==> src/rtl/isp_stream_to_sync.sv <==
// rtl/isp_stream_to_sync.sv - ready/valid pixel stream to fsync/hsync framed output
module isp_stream_to_sync #(
    parameter int COLOR_DEPTH   = 8,
    parameter int HBLANK_CYCLES = 16,
    parameter int FSYNC_CYCLES  = 32
) (
    input  logic                       clk,
    input  logic                       reset,
    input  logic                       in_valid,
    output logic                       out_ready,
    input  logic [3*COLOR_DEPTH-1:0]   in_data,
    input  logic [7:0]                 in_user,
    input  logic [15:0]                pixel_x,
    input  logic [15:0]                pixel_y,
    output logic                       out_valid,
    output logic [3*COLOR_DEPTH-1:0]   out_data,
    output logic                       out_fsync,
    output logic                       out_hsync,
    output logic                       err_sync
);

    localparam logic [15:0] HB_LAST = 16'(HBLANK_CYCLES - 1);
    localparam logic [15:0] FS_LAST = 16'(FSYNC_CYCLES - 1);

    typedef enum logic [2:0] {
        S_IDLE,
        S_LINE,
        S_HBLANK,
        S_LWAIT,
        S_FSYNC
    } state_t;

    state_t      state;
    logic [15:0] col;
    logic [15:0] row;
    logic [15:0] px_q;
    logic [15:0] py_q;
    logic [15:0] cnt;

    logic        accept;
    logic        hstart;
    logic        fstart;
    logic        frame_start;
    logic        take_beat;
    logic        early_end;
    logic        err_ev;
    logic        line_done;
    logic        last_line;
    logic [15:0] start_px;
    logic [15:0] start_py;
    logic [15:0] line_px;
    logic [15:0] line_py;
    logic [15:0] row_base;
    logic [15:0] col_new;
    logic [15:0] row_inc;
    logic        unused_user_bits;

    // Backpressure only during the generated blanking intervals and while in reset.
    assign out_ready = !reset && (state == S_IDLE || state == S_LINE || state == S_LWAIT);
    assign accept    = in_valid && out_ready;

    assign hstart           = in_user[0];
    assign fstart           = in_user[1];
    assign unused_user_bits = ^in_user[7:2];

    // fstart always restarts the frame, wherever it is accepted.
    assign frame_start = accept && fstart;

    // Beats that become output pixels.
    assign take_beat = frame_start
                    || (accept && state == S_LINE  && !hstart)
                    || (accept && state == S_LWAIT &&  hstart);

    // Unexpected hstart in the middle of a line closes that line short.
    assign early_end = accept && state == S_LINE && hstart && !fstart;

    assign err_ev = (accept && fstart && (state == S_LINE || state == S_LWAIT))
                 || early_end
                 || (accept && state == S_LWAIT && !hstart && !fstart);

    // Zero-sized geometry is clamped to one so a line/frame always terminates.
    assign start_px = (pixel_x == 16'd0) ? 16'd1 : pixel_x;
    assign start_py = (pixel_y == 16'd0) ? 16'd1 : pixel_y;

    // On a frame start the freshly sampled geometry applies to this very beat.
    assign line_px  = frame_start ? start_px : px_q;
    assign line_py  = frame_start ? start_py : py_q;
    assign row_base = frame_start ? 16'd0 : row;
    assign col_new  = (frame_start || state == S_LWAIT) ? 16'd1 : col + 16'd1;
    assign row_inc  = row_base + 16'd1;

    assign line_done = (col_new == line_px);
    assign last_line = !(row_inc < line_py);

    // Framing FSM: blanking defaults per state, then accepted-beat overrides.
    always_ff @(posedge clk or posedge reset) begin
        if (reset) begin
            state     <= S_IDLE;
            col       <= 16'd0;
            row       <= 16'd0;
            px_q      <= 16'd0;
            py_q      <= 16'd0;
            cnt       <= 16'd0;
            out_valid <= 1'b0;
            out_data  <= '0;
            out_fsync <= 1'b1;
            out_hsync <= 1'b0;
            err_sync  <= 1'b0;
        end else begin
            out_valid <= 1'b0;
            err_sync  <= err_ev;

            case (state)
                S_IDLE: begin
                    out_fsync <= 1'b1;
                    out_hsync <= 1'b0;
                end
                S_LINE: begin
                    out_fsync <= 1'b0;
                    out_hsync <= 1'b1;
                end
                S_LWAIT: begin
                    out_fsync <= 1'b0;
                    out_hsync <= 1'b0;
                end
                S_HBLANK: begin
                    out_fsync <= 1'b0;
                    out_hsync <= 1'b0;
                    if (cnt == HB_LAST) begin
                        state <= S_LWAIT;
                    end else begin
                        cnt <= cnt + 16'd1;
                    end
                end
                S_FSYNC: begin
                    out_fsync <= 1'b1;
                    out_hsync <= 1'b0;
                    if (cnt == FS_LAST) begin
                        state <= S_IDLE;
                    end else begin
                        cnt <= cnt + 16'd1;
                    end
                end
                default: begin
                    state <= S_IDLE;
                end
            endcase

            if (take_beat) begin
                out_valid <= 1'b1;
                out_data  <= in_data;
                out_fsync <= 1'b0;
                out_hsync <= 1'b1;
                col       <= col_new;
                if (frame_start) begin
                    px_q <= start_px;
                    py_q <= start_py;
                end
                if (line_done) begin
                    row   <= row_inc;
                    cnt   <= 16'd0;
                    state <= last_line ? S_FSYNC : S_HBLANK;
                end else begin
                    row   <= row_base;
                    state <= S_LINE;
                end
            end else if (early_end) begin
                out_hsync <= 1'b0;
                row       <= row_inc;
                cnt       <= 16'd0;
                state     <= last_line ? S_FSYNC : S_HBLANK;
            end
        end
    end

endmodule

==> config.mk <==
export PLATFORM = sky130hd
export DESIGN_NAME = isp_stream_to_sync
export DESIGN_NICKNAME = d
export VERILOG_FILES = /design/src/rtl/isp_stream_to_sync.sv
export SDC_FILE = /design/constraint.sdc
export NUM_CORES = 1
export LEC_CHECK = 0
export CAP_MARGIN = 10
export CORE_MARGIN = 2
export CORE_UTILIZATION = 59
export DETAILED_ROUTE_END_ITERATION = 6
export PLACE_DENSITY = 0.9
export SETUP_SLACK_MARGIN = 0.02
export SKIP_LAST_GASP = 1
export SYNTH_ARGS = -nofsm -noshare
export SYNTH_HDL_FRONTEND = slang
export SYNTH_SLANG_ARGS = --single-unit
export TNS_END_PERCENT = 50
==> constraint.sdc <==
create_clock -name clk -period 13.18 [get_ports clk]
set_input_delay 1.977 -clock clk [delete_from_list [all_inputs] [get_ports clk]]
set_output_delay 1.977 -clock clk [all_outputs]
set_load 0.02 [all_outputs]
==> metrics.md <==
| Metric | Value |
|---|---|
| Status | `completed` |
| Cts bufs inserted | `9` |
| Met1 Use GR | `0.3404` |
| Fmax | `164.8 MHz` |
| Cell depth of the worst hold path | `2` |
| Synth top cells by count | `151 x nand2_1, 110 x dfrtp_1, 49 x nor2_1` |
| Initial DRC Count | `398` |
| Comb pwr share | `0.450` |
| Max-cap check violation count | `0` |
| Synth Flop Type | `dfrtp_1` |
| # rows | `37` |
| Leakage | `3.363 nW` |
| Int Power | `0.7754 mW` |
| Pwr Total | `1.339 mW` |
| DRC Markers | `0` |
| Final-report hold violation count | `0` |
| Worst Hold Class | `reg -> reg` |
| Congestion Overflow GR | `0` |
| Post-synth EDFFs | `0` |
| Largest delay contributor family on the critical path | `simple AND/OR/NAND/NOR gates` |
| Switching pwr | `0.5632 mW` |
| Relative slew slack | `0.2694` |
| Max Slew Vio Count | `0` |
| Via count | `5595` |
| Layout Area Growth over Synthesis | `18.35%` |
| GPL Wtd Cong | `0.8990` |
| Synthesis warning total | `0` |
| Starting density of the core | `0.6077` |
| CP max FO | `36` |
| RSZ-0062 raised after global routing | `false` |
| Share of cells above drive strength 1 | `0.06266` |
| Most numerous cell in the Yosys netlist | `nand2_1` |
| CTS clk-pin slew, worst paths | `0.11 ns` |
| Sink Count | `111` |
| Grt met3 use | `0.05167` |
| Final setup viols | `0` |
| Pwr dens | `180.3 nW/um^2` |
| Design area | `7425 um^2` |
| Worst Hold Path EP | `out_data[15]` |
| Final min period | `6.070 ns` |
| Full die area | `11470 um^2` |
| CP Cell Sequence | `clkdlybuf4s50_1 -> and3b_1 -> nand3_2 -> buf_4 -> nand4_1 -> nor3b_1 -> nand3_1 -> xor2_1 -> nor2_1 -> ha_1 -> a21o_1 -> a21o_1 -> a21o_1 -> a21oi_1 -> nor2b_1 -> o21ai_0 -> nand2b_1 -> a211oi_1 -> o21ai_0` |
| Fin crit share | `0.4605` |
| Gr busiest metal | `met2` |
| Register area share after synthesis | `0.4430` |
| R2R depth | `18` |
| Buffer count from post-CTS setup fixing | `0` |
| Number of buffers added on ports | `89` |
| CP Capture Type | `flip-flop` |
| Max incr delay on CP | `0.61 ns` |
| Die width | `107.1 um` |
| Skew final | `0.01548 ns` |
| Antenna diode count | `0` |
| Required time of the critical path | `13.43 ns` |
| Resized cells post-CTS | `0` |
| Share of Yosys cell area claimed by the top area cell type | `0.4388` |
| Netlist Area Pre-Place | `6274 um^2` |
| Chip Height | `107.1 um` |
| Slowest-stage cell, CP | `clkdlybuf4s50_1` |
| First-pass GRT wire length | `25730 um` |
| Number of global-route vias before repair | `5584` |
| HPWL Detailed | `10820 um` |
| Drt pass-1 iters | `6` |
| Multi-input logic area | `3227 um^2` |
| Ys async rst share | `1.000` |
| Fillers | `754` |
| Area leader, netlist | `dfrtp_1` |
| Nets | `862` |
| Setup TNS Final | `0 ns` |
| R2R Path Start | `state[2]` |
| Initial antenna violation count | `0` |
| Synth cell types | `70` |
| Switch share | `0.4207` |
| Register share of total power | `0.397` |
| Average size of a mapped cell | `8.899 um^2` |
| Largest net degree at the start of global routing | `69` |
| Startpoint Class | `primary input` |
| Cell mode on critical path | `a21o_1` |
| R2r endpoint | `state[2]` |
| Peak supply drop | `0.1323 mV` |
| Clock Latency Late Sink | `0.39 ns` |
| CTS tree | `built` |
| Slew @ Worst Pin | `1.094 ns` |
| DR WL/cell | `16.80 um` |
| ANT nets after route | `0` |
| CP bufs+invs | `2` |
| Post-Route WL | `15420 um` |
| GRT Resource Usage Total | `0.2778` |
| Post-Synthesis Cells | `705` |
| Crit path arrival time | `6.32 ns` |
| Vias per Instance | `6.095` |
| WS Path Type | `in -> reg` |
| Cts hold-fix bufs | `0` |
| R2R Setup Slk | `8.41 ns` |
| Root Buffer | `clkbuf_8` |
| # IOs | `96` |
| Min-delay src | `out_data[15]` |
| GRT met2 Usage | `0.4751` |
| Core area | `10320 um^2` |
| FF/Latch Area | `2779 um^2` |
| Mapped Nets | `790` |
| Ranking of synthesized cells by area | `dfrtp_1 44%, nand2_1 9.0%, ha_1 3.6%, xnor2_1 3.5%, nor2_1 2.9%` |
| Dpl cell area | `7223 um^2` |
| Deepest clock path buffer count | `2` |
| Number of synthesized register bits | `111` |
| Clock share of power | `0.153` |
| Htree depth | `3` |
worst max-delay path by stage:
stage	startpoint	end	slack [ns]	depth (start not counted)
6_report	reset	state[2]	7.11	19
5_1_grt	reset	state[2]	6.78	19
4_1_cts	reset	state[2]	7.18	19
3_5_place_dp	reset	state[2]	6.81	19
3_3_place_gp	reset	state[2]	6.92	19
2_1_floorplan	reset	row[1]	6.80	10
sequential cells by signal, indices dropped and copies added, names as in the netlist, 3 cells and up:
signal and cells:
col 16, row 16, py_q 16, state 3, out_data 24, cnt 16
px_q 16
cell usage in the layout, fill, tap and decap left out, drive strengths merged, types with 3 or more instances in the layout:
master           n
nand2          151
nor3b            3
nor3             8
and4             7
nand3           28
clkinv           4
o21ai           31
nor2            49
and3            11
o22ai            3
o211ai           3
mux2             4
xor2            17
buf              5
clkdlybuf4s50   89
dfrtp          110
nor4            15
ha              18
clkbuf           9
a21o             9
xnor2           25
inv             33
a22o             8
or3              7
nand2b           5
a21oi           34
o31ai           20
and2             6
nand4           21
mux2i            9
or4              4
final cells by class:
cell class / instances / share of cell area
multi-input combinational: 530 / 0.4346
sequential: 111 / 0.3743
timing repair buffer: 94 / 0.1250
tap: 136 / 0.02292
clock buffer: 9 / 0.01668
inverter: 31 / 0.01601
clock inverter: 7 / 0.01045
worst register-to-register path: cells and delay by family (launching register included):
kind / cells / cell delay (ns)
AND/OR/NAND/NOR: 7 / 1.34
AO/OA/AOI/OAI: 7 / 1.31
flip-flops: 1 / 0.94
buffers and inverters: 2 / 0.62
adder cells (fa/ha/maj): 1 / 0.27
XOR/XNOR: 1 / 0.16
stage by stage:
step | utilization | instances | hold slack, ns | setup slack (ns)
2_1_floorplan | - | 705 | 0.4407 | 6.797
3_3_place_gp | 0.6997 | 902 | 0.4486 | 6.920
3_5_place_dp | 0.6997 | 902 | 0.4553 | 6.814
4_1_cts | 0.7192 | 918 | 0.4800 | 7.177
5_1_grt | 0.7192 | 918 | 0.5084 | 6.778
6_report | 0.7192 | 918 | 0.4796 | 7.110
per-layer routing:
| metal | up-vias | routed length (um) |
|---|---|---|
| met5 | - | 0 |
| met4 | 0 | 482 |
| met3 | 46 | 1028 |
| met2 | 258 | 7829 |
| met1 | 2665 | 6082 |
| li1 | 2626 | - |
cells by family (layout without fill, tap and decap cells):
| logic type | Yosys count | in the layout | share of synthesized area |
|---|---|---|---|
| AND/OR/NAND/NOR | 326 | 326 | 0.2571 |
| AO/OA/AOI/OAI | 131 | 131 | 0.1398 |
| flip-flops | 111 | 111 | 0.4430 |
| buffers and inverters | 64 | 141 | 0.04348 |
| XOR/XNOR | 42 | 42 | 0.05864 |
| adder cells (fa/ha/maj) | 18 | 18 | 0.03590 |
| multiplexers | 13 | 13 | 0.02214 |
power groups by stage:
stage	Sequential (mW)	Combinational [mW]	Clock, mW
floorplan	0.559	0.363	0
global placement	0.528	0.565	0
detailed placement	0.534	0.597	0
CTS	0.529	0.601	0.206
global route	0.544	0.661	0.221
finish	0.531	0.602	0.205
No activity file was read; power rests on OpenSTA's default activity.
